$ cat config.mk
export PLATFORM = sky130hd
export DESIGN_NAME = io_strobe_sequencer
export DESIGN_NICKNAME = d
export VERILOG_FILES = /design/src/rtl/io_map_pkg.sv /design/src/rtl/io_latch_bank.sv /design/src/rtl/io_strobe_sequencer.sv
export SDC_FILE = /design/constraint.sdc
export NUM_CORES = 1
export LEC_CHECK = 0
export ABC_AREA = 1
export CELL_PAD_IN_SITES_DETAIL_PLACEMENT = 2
export CELL_PAD_IN_SITES_GLOBAL_PLACEMENT = 2
export CORE_MARGIN = 5
export CORE_UTILIZATION = 25
export DETAILED_ROUTE_END_ITERATION = 10
export HOLD_SLACK_MARGIN = 0.15
export PLACE_DENSITY_LB_ADDON = 0.1
export SLEW_MARGIN = 20
export SYNTH_ARGS = -nofsm -noshare
export SYNTH_HDL_FRONTEND = slang
export SYNTH_SLANG_ARGS = --single-unit
$ cat constraint.sdc
create_clock -name clk -period 1.3 [get_ports clk]
set_input_delay 0.195 -clock clk [delete_from_list [all_inputs] [get_ports clk]]
set_output_delay 0.195 -clock clk [all_outputs]
set_load 0.01 [all_outputs]
$ cat src/rtl/io_map_pkg.sv
// Shared definitions for the I/O strobe sequencer: FSM states and requester IDs.
package io_map_pkg;

    typedef enum logic [2:0] {
        ST_IDLE   = 3'd0,
        ST_SETUP  = 3'd1,
        ST_STROBE = 3'd2,
        ST_HOLD   = 3'd3,
        ST_ACK    = 3'd4
    } state_e;

    localparam logic REQ_MAIN = 1'b0;
    localparam logic REQ_AUX  = 1'b1;

    function automatic int max2(input int a, input int b);
        return (a > b) ? a : b;
    endfunction

endpackage

$ cat src/rtl/io_latch_bank.sv
// Bank of preset-able output latches; one shared data bus, one enable per latch.
module io_latch_bank #(
    parameter int            NLATCH     = 4,
    parameter int            DW         = 8,
    parameter logic [DW-1:0] PRESET_VAL = {DW{1'b1}}
) (
    input  logic                   clk,
    input  logic                   reset,
    input  logic                   preset,
    input  logic [NLATCH-1:0]      ce,
    input  logic [DW-1:0]          d,
    output logic [NLATCH*DW-1:0]   q
);

    logic [NLATCH-1:0][DW-1:0] mem_q;

    // Preset beats a same-cycle write: the strobed data is discarded.
    always_ff @(posedge clk or posedge reset) begin
        if (reset) begin
            mem_q <= {NLATCH{PRESET_VAL}};
        end else if (preset) begin
            mem_q <= {NLATCH{PRESET_VAL}};
        end else begin
            for (int i = 0; i < NLATCH; i++) begin
                if (ce[i]) mem_q[i] <= d;
            end
        end
    end

    assign q = mem_q;

endmodule

$ cat src/rtl/io_strobe_sequencer.sv
// Two-requester round-robin arbiter and setup/strobe/hold sequencer driving
// a shared latch bank with a 4-phase req/ack handshake per requester.
module io_strobe_sequencer
    import io_map_pkg::*;
#(
    parameter int            NLATCH     = 4,
    parameter int            AW         = 2,
    parameter int            DW         = 8,
    parameter int            SETUP_CYC  = 2,
    parameter int            HOLD_CYC   = 1,
    parameter logic [DW-1:0] PRESET_VAL = {DW{1'b1}}
) (
    input  logic                 clk,
    input  logic                 reset,
    input  logic                 req0,
    input  logic                 req1,
    input  logic [AW-1:0]        addr0,
    input  logic [AW-1:0]        addr1,
    input  logic [DW-1:0]        data0,
    input  logic [DW-1:0]        data1,
    output logic                 ack0,
    output logic                 ack1,
    input  logic                 preset,
    output logic [NLATCH*DW-1:0] latch_q,
    output logic [NLATCH-1:0]    latch_ce,
    output logic                 busy
);

    localparam int CNT_MAX = max2(SETUP_CYC, HOLD_CYC);
    localparam int CW      = $clog2(CNT_MAX + 1);
    localparam logic [CW-1:0] SETUP_LD = CW'(SETUP_CYC - 1);
    localparam logic [CW-1:0] HOLD_LD  = CW'((HOLD_CYC == 0) ? 0 : HOLD_CYC - 1);
    localparam logic [AW:0]   NL       = (AW + 1)'(NLATCH);

    state_e          state_q, state_d;
    logic [CW-1:0]   cnt_q, cnt_d;
    logic            gnt_q, gnt_d;
    logic            last_q, last_d;
    logic [AW-1:0]   addr_q, addr_d;
    logic [DW-1:0]   data_q, data_d;
    logic            req_gnt;

    always_ff @(posedge clk or posedge reset) begin
        if (reset) begin
            state_q <= ST_IDLE;
            cnt_q   <= '0;
            gnt_q   <= REQ_MAIN;
            last_q  <= REQ_AUX;
            addr_q  <= '0;
            data_q  <= '0;
        end else begin
            state_q <= state_d;
            cnt_q   <= cnt_d;
            gnt_q   <= gnt_d;
            last_q  <= last_d;
            addr_q  <= addr_d;
            data_q  <= data_d;
        end
    end

    assign req_gnt = gnt_q ? req1 : req0;

    always_comb begin
        state_d = state_q;
        cnt_d   = cnt_q;
        gnt_d   = gnt_q;
        last_d  = last_q;
        addr_d  = addr_q;
        data_d  = data_q;
        case (state_q)
            ST_IDLE: begin
                if (req0 || req1) begin
                    // On a tie the requester not served last time wins.
                    gnt_d   = (req0 && req1) ? ~last_q : req1;
                    last_d  = gnt_d;
                    addr_d  = gnt_d ? addr1 : addr0;
                    data_d  = gnt_d ? data1 : data0;
                    cnt_d   = SETUP_LD;
                    state_d = ST_SETUP;
                end
            end
            ST_SETUP: begin
                if (cnt_q == '0) state_d = ST_STROBE;
                else             cnt_d   = cnt_q - 1'b1;
            end
            ST_STROBE: begin
                cnt_d   = HOLD_LD;
                state_d = (HOLD_CYC == 0) ? ST_ACK : ST_HOLD;
            end
            ST_HOLD: begin
                if (cnt_q == '0) state_d = ST_ACK;
                else             cnt_d   = cnt_q - 1'b1;
            end
            ST_ACK: begin
                if (!req_gnt) state_d = ST_IDLE;
            end
            default: state_d = ST_IDLE;
        endcase
    end

    // Out-of-range addresses still run the full sequence but strobe nothing.
    always_comb begin
        latch_ce = '0;
        if (state_q == ST_STROBE && {1'b0, addr_q} < NL)
            latch_ce = NLATCH'(1) << addr_q;
    end

    assign ack0 = (state_q == ST_ACK) && (gnt_q == REQ_MAIN);
    assign ack1 = (state_q == ST_ACK) && (gnt_q == REQ_AUX);
    assign busy = (state_q != ST_IDLE);

    io_latch_bank #(
        .NLATCH     (NLATCH),
        .DW         (DW),
        .PRESET_VAL (PRESET_VAL)
    ) u_bank (
        .clk    (clk),
        .reset  (reset),
        .preset (preset),
        .ce     (latch_ce),
        .d      (data_q),
        .q      (latch_q)
    );

endmodule

==> results of run 1 <==
[power by group through the flow]
stage	combinational [W]	sequential (W)	clock, W
finish	0.00299	0.00216	0.000899
global route	0.00327	0.00221	0.000988
CTS	0.00268	0.00216	0.000925
detailed placement	0.00255	0.00218	0
global placement	0.00252	0.00217	0
floorplan	0.00132	0.00222	0
[synthesized netlist by cell type]
cell / count
o211ai_1: 1
nor2_1: 110
inv_1: 25
o21ai_0: 6
nand3_1: 3
dfstp_2: 33
nand2_2: 1
o21ai_1: 7
buf_6: 1
nand4_1: 4
nor2_8: 1
buf_2: 2
nor3_1: 1
ha_1: 1
o22ai_1: 10
clkbuf_1: 2
inv_2: 1
dfrtp_1: 16
nor2_4: 2
a21oi_1: 4
buf_4: 2
nand2_1: 18
nand3_4: 4
nand2_4: 5
[per-layer routing]
metal	up-vias	wire (um)
li1	1015	-
met1	1029	3503
met2	45	3675
met3	5	222
met4	0	70
met5	-	0
[per-stage QoR]
stage	std cells	setup WS [ns]	setup TNS, ns
floorplan	260	0.06259	0
global placement	451	-0.2891	-9.613
detailed placement	451	-0.3020	-10.14
CTS	462	-0.2674	-5.620
global route	470	-0.3481	-9.648
finish	470	-0.2770	-5.223
[worst max path at each step]
stage,start,to,slack (ns)
finish,state_q[1],data_q[3],-0.28
global route,state_q[1],data_q[3],-0.35
CTS,state_q[0],busy,-0.27
detailed placement,state_q[0],latch_ce[0],-0.30
global placement,state_q[0],latch_ce[0],-0.29
floorplan,state_q[0],data_q[5],0.06
[registers in the layout (all words and copies together) (netlist names)]
name	flops
cnt_q	2
state_q	3
u_bank.q	32
data_q	8
gnt_q	1
last_q	1
addr_q	2
[repair_timing]
item / CTS / global route
pin swaps: 3 / 15
resized for setup: 113 / 48
setup endpoints to repair: 88 / 73
setup buffers: 3 / 12
[cell type report]
type                    instances  area (um^2)
fillers                       961         5315
clock buffers                   6        72.57
repair buffers                101        942.2
inverters                      26        101.3
clock inverters                 2        10.01
flip-flops and latches         49         1269
multi-input cells             178        960.9
well taps                     108        135.1
[critical path, stage by stage (launching register included)]
cell	delay, ns
dfrtp_1	0.42
buf_6	0.14
nor2_4	0.11
buf_6	0.11
nand2_4	0.04
buf_6	0.11
nor2_4	0.14
buf_12	0.13
buf_8	0.10
o21ai_1	0.06
o22ai_1	0.12
[logic make-up (layout without fill, tap and decap cells)]
logic type | Yosys count | after routing
buf+inv | 33 | 135
flops | 49 | 49
fa+ha+maj | 1 | 1
simple gates | 149 | 149
compound gates | 28 | 28
==> results.py, run 1 <==
metrics = {
    "status": {
        "status": "finished with violations",
        "violations": "setup timing",
    },
    "yosys": {
        "synth_top_family_by_area": "simple AND/OR/NAND/NOR gates",
        "mappedNetlistArea_um2": 2277,
        "syn_nets": 286,
        "syn_inst": 260,
        "synth_cell_type_count": 24,
        "ys_seq_elements": 49,
        "synth_top_area_frac": 0.3808,
        "synth-compound-area-share": 0.06813,
        "synth_xor_area_frac": 0,
        "synthTopCellsByArea": "dfstp_2 (38%), nor2_1 (18%), dfrtp_1 (18%), inv_1 (4.1%), nand3_4 (3.1%)",
        "synth_top_area_cell": "dfstp_2",
        "ys_seq_area_frac": 0.5566,
        "synth_mux_area_frac": 0,
        "synth_area_per_cell_um2": 8.758,
        "synthAdderAreaFrac": 0.005495,
        "yosys_warnings": 0,
        "yosys.area_share.simple": 0.3077,
    },
    "power_and_ir_drop": {
        "p_sw_w": 0.002321,
        "p_total_w": 0.006054,
        "power.leakage_nw": 1.513,
        "internal_power_w": 0.003733,
        "power_density_nw_per_um2": 1734,
        "power_frac_comb": 0.494,
        "p_clk_frac": 0.148,
        "switching_share": 0.3834,
        "ir_drop_uv": 613.4,
        "p_seq_frac": 0.357,
    },
    "clock_tree": {
        "cts_tree": "done",
        "cts_hold_buf": 0,
        "cts_buffers": 5,
        "path_clk_slew_ns": 0.09,
        "clock_latency_ns": 0.30,
        "clock-sinks": 49,
        "h-tree-depth": 2,
        "cts-root-buf": "clkbuf_8",
        "clockBufferDepth": 2,
    },
    "layout": {
        "synthToLayoutAreaGrowth_pct": 53.30,
        "finalNetCount": 387,
        "design_area_um2": 3491,
        "final_cell_mix": "nor2_1 (109), dfstp_2 (33), clkdlybuf4s50_1 (24)",
        "fin_util": 0.3964,
        "final_common_cell": "nor2_1",
        "antenna_cells": 0,
        "drive_gt1_frac": 0.3674,
    },
    "detailed_routing": {
        "totalWireLength_um": 7471,
        "via_count": 2094,
        "wl_per_cell_um": 15.90,
        "dr.pass1.iters": 4,
        "drt_iter0_markers": 33,
        "vias_per_cell": 4.455,
        "ant_nets": 0,
        "drc": 0,
    },
    "global_route": {
        "grt_busiest_layer": "met2",
        "grt-ovfl-total": 0,
        "met1_usage": 0.1745,
        "grt_pass1_vias": 2232,
        "grt_pass1_wl_um": 11570,
        "grt_use_total": 0.1308,
        "grt_max_degree": 50,
        "grt_use_met2": 0.2190,
        "grt_util_met3": 0.02323,
        "antenna_found_initial": 0,
    },
    "critical_path": {
        "cp.required_ns": 1.52,
        "path_class": "flop to flop",
        "cp-end-kind": "flop",
        "worstPathMaxFanout": 7,
        "cp-start-kind": "flop",
        "worstRegToRegCells": 10,
        "ff2ff_setup_slack_ns": -0.28,
        "arrival_ns": 1.80,
        "worstReg2RegEnd": "data_q[3]",
        "r2r_start": "state_q[1]",
    },
    "timing": {
        "layout_setup_ws_ns": -0.2770,
        "holdWs_ns": 0.3193,
        "max_freq_ghz": 0.6341,
        "max_slew.worst_pin.slew_ns": 0.4428,
        "finalSetupViolCount": 47,
        "hold_viol": 0,
        "rsz0062_at_grt": "true",
        "layout_min_cycle_time_ns": 1.577,
        "relSlewSlack": 0.7045,
        "fin_worst_skew_ns": 0.005245,
        "fin_crit_sh": 1.213,
        "finalMaxSlewViolations": 0,
    },
    "placement": {
        "place_hpwl_um": 5358,
        "gp_congestion": 0.7030,
        "port_buffers": 63,
        "place_area_um2": 3243,
    },
    "min_path": {
        "min-delay-path-class": "input pin to asynchronous set/reset pin",
    },
    "floorplan": {
        "fp-row-count": 34,
        "core_um2": 8806,
        "die_h_um": 105.4,
        "design.die.area_um2": 11120,
        "die_x_um": 105.4,
        "initial_core_util": 0.2586,
        "io_pins": 64,
    },
    "run": {
        "maxCapViolCount": 0,
    },
}
(Power assumes the default switching activity.)
==> run 2: changes to the inputs <==
--- a/config.mk
+++ b/config.mk
@@ -6,6 +6,7 @@
 export NUM_CORES = 1
 export LEC_CHECK = 0
 export ABC_AREA = 1
+export CAP_MARGIN = 0
 export CELL_PAD_IN_SITES_DETAIL_PLACEMENT = 2
 export CELL_PAD_IN_SITES_GLOBAL_PLACEMENT = 2
 export CORE_MARGIN = 5
==> results of run 2 <==
Final layout, timing and power as in run 1 (identical DEF).
==> run 3: changes to the inputs <==
--- a/config.mk
+++ b/config.mk
@@ -14,6 +14,7 @@
 export DETAILED_ROUTE_END_ITERATION = 10
 export HOLD_SLACK_MARGIN = 0.15
 export PLACE_DENSITY_LB_ADDON = 0.1
+export RECOVER_POWER = 25
 export SLEW_MARGIN = 20
 export SYNTH_ARGS = -nofsm -noshare
 export SYNTH_HDL_FRONTEND = slang
==> run 3 against run 2 <==
The run still ends with setup timing left. Design area down 0.36%. Clock power hardly changed. Power fell by 0.10%. First-iteration DRC count is the same. Sequential power about the same. Highest routed layer unchanged. Hold slack improved by 0.19 ns. Setup slack barely moved. Combinational power about the same. Register-to-register slack about the same. Wire length about the same. Flip-flop and latch count unchanged. Clock-buffer cell count stayed put.
==> results.py, run 3 (synthesis results as in run 1) <==
metrics = {
    "floorplan": {
        "design.die.area_um2": 11120,
        "core_um2": 8806,
        "io_pins": 64,
        "die_h_um": 105.4,
        "die_x_um": 105.4,
        "initial_core_util": 0.2586,
        "fp-row-count": 34,
    },
    "clock_tree": {
        "cts_tree": "done",
        "clock-sinks": 49,
        "cts_buffers": 5,
        "h-tree-depth": 2,
        "clockBufferDepth": 2,
        "cts_hold_buf": 0,
        "path_clk_slew_ns": 0.09,
        "cts-root-buf": "clkbuf_8",
        "clock_latency_ns": 0.30,
    },
    "timing": {
        "layout_setup_ws_ns": -0.2768,
        "tns_ns": -5.224,
        "hold_viol": 0,
        "finalMaxSlewViolations": 0,
        "rsz0062_at_grt": "true",
        "relSlewSlack": 0.5396,
        "finalSetupViolCount": 47,
        "layout_min_cycle_time_ns": 1.577,
        "fin_worst_skew_ns": 0.005245,
        "max_slew.worst_pin.slew_ns": 0.6907,
        "max_freq_ghz": 0.6342,
        "fin_crit_sh": 1.213,
    },
    "critical_path": {
        "r2r_start": "state_q[1]",
        "startpoint": "state_q[1]",
        "cp-start-kind": "flop",
        "cp.required_ns": 1.52,
        "ff2ff_setup_slack_ns": -0.28,
        "path_class": "flop to flop",
        "worstReg2RegEnd": "data_q[3]",
        "arrival_ns": 1.80,
        "worstPathMaxFanout": 7,
        "cp-end-kind": "flop",
        "worstRegToRegCells": 10,
    },
    "layout": {
        "drive_gt1_frac": 0.3674,
        "largest_register_ffs": 32,
        "antenna_cells": 0,
        "final_common_cell": "nor2_1",
        "finalNetCount": 387,
        "synthToLayoutAreaGrowth_pct": 52.75,
        "finalNonFillerCells": 470,
        "final_cell_mix": "nor2_1 (109), dfstp_2 (33), clkdlybuf4s50_1 (23)",
        "fin_util": 0.3950,
    },
    "placement": {
        "port_buffers": 63,
        "placed_cells": 451,
        "place_hpwl_um": 5358,
        "gp_congestion": 0.7030,
        "place_ws_ns": -0.3020,
    },
    "detailed_routing": {
        "via_count": 2093,
        "dr.pass1.iters": 4,
        "drc": 0,
        "totalWireLength_um": 7469,
        "ant_nets": 0,
        "vias_per_cell": 4.453,
        "drt_iter0_markers": 33,
        "wl_per_cell_um": 15.89,
    },
    "min_path": {
        "min-delay-path-class": "flop to flop",
        "hp-start": "u_bank.q[12]",
        "holdPathEnd": "u_bank.q[12]",
        "hold_depth": 2,
    },
    "status": {
        "status": "finished with violations",
        "violations": "setup timing",
    },
    "run": {
        "maxCapViolCount": 0,
    },
    "global_route": {
        "grt_use_total": 0.1308,
        "grt_pass1_vias": 2232,
        "grt_pass1_wl_um": 11570,
        "antenna_found_initial": 0,
        "grt_max_degree": 50,
        "grt-ovfl-total": 0,
    },
    "power_and_ir_drop": {
        "p_total_w": 0.006048,
        "power.leakage_nw": 1.508,
        "power_density_nw_per_um2": 1739,
        "ir_drop_uv": 613.4,
    },
}
run 3: per-layer routing:
layer,vias to the layer above,part of all wire,track usage
met5,-,0,0
met4,0,0.0094,0.03374
met3,5,0.030,0.02323
met2,45,0.49,0.2190
met1,1028,0.47,0.1745
li1,1015,-,-
run 3: what timing repair did:
action,CTS,global route
pin swaps,3,15
setup endpoints to repair,88,73
buffers inserted,3,12
gates resized for setup,113,48
run 3: cell type report:
type / instances / area [um^2]
Inverter: 26 / 101.3
Tap cell: 108 / 135.1
Timing Repair Buffer: 101 / 929.6
Fill cell: 961 / 5328
Multi-Input combinational cell: 178 / 960.9
Sequential cell: 49 / 1269
Clock buffer: 6 / 72.57
Clock inverter: 2 / 10.01
run 3: worst max-delay path, cell delays in order, from the launching register on:
cell     delay (ns)
dfrtp_1        0.42
buf_6          0.14
nor2_4         0.11
buf_6          0.11
nand2_4        0.04
buf_6          0.11
nor2_4         0.14
buf_12         0.13
buf_8          0.10
o21ai_1        0.06
o22ai_1        0.12
run 3: worst max-delay path by stage:
stage          cells after the start          end
2_1_floorplan                      7    data_q[5]
3_3_place_gp                       6  latch_ce[0]
3_5_place_dp                       6  latch_ce[0]
4_1_cts                            5         busy
5_1_grt                           10    data_q[3]
6_report                          10    data_q[3]
run 3: per-stage QoR:
stage | area, um^2 | hold WS (ns)
6_report | 3478 | 0.5087
5_1_grt | 3478 | 0.5275
4_1_cts | 3425 | 0.3224
3_5_place_dp | 3243 | 0.4788
3_3_place_gp | 3243 | 0.4749
2_1_floorplan | 2281 | 0.2188
run 3: report_power, final:
group	switching [W]	internal (W)	leakage [nW]
Combinational	0.00160	0.00139	0.922
Clock	0.000524	0.000375	0.0450
Sequential	0.000196	0.00197	0.541
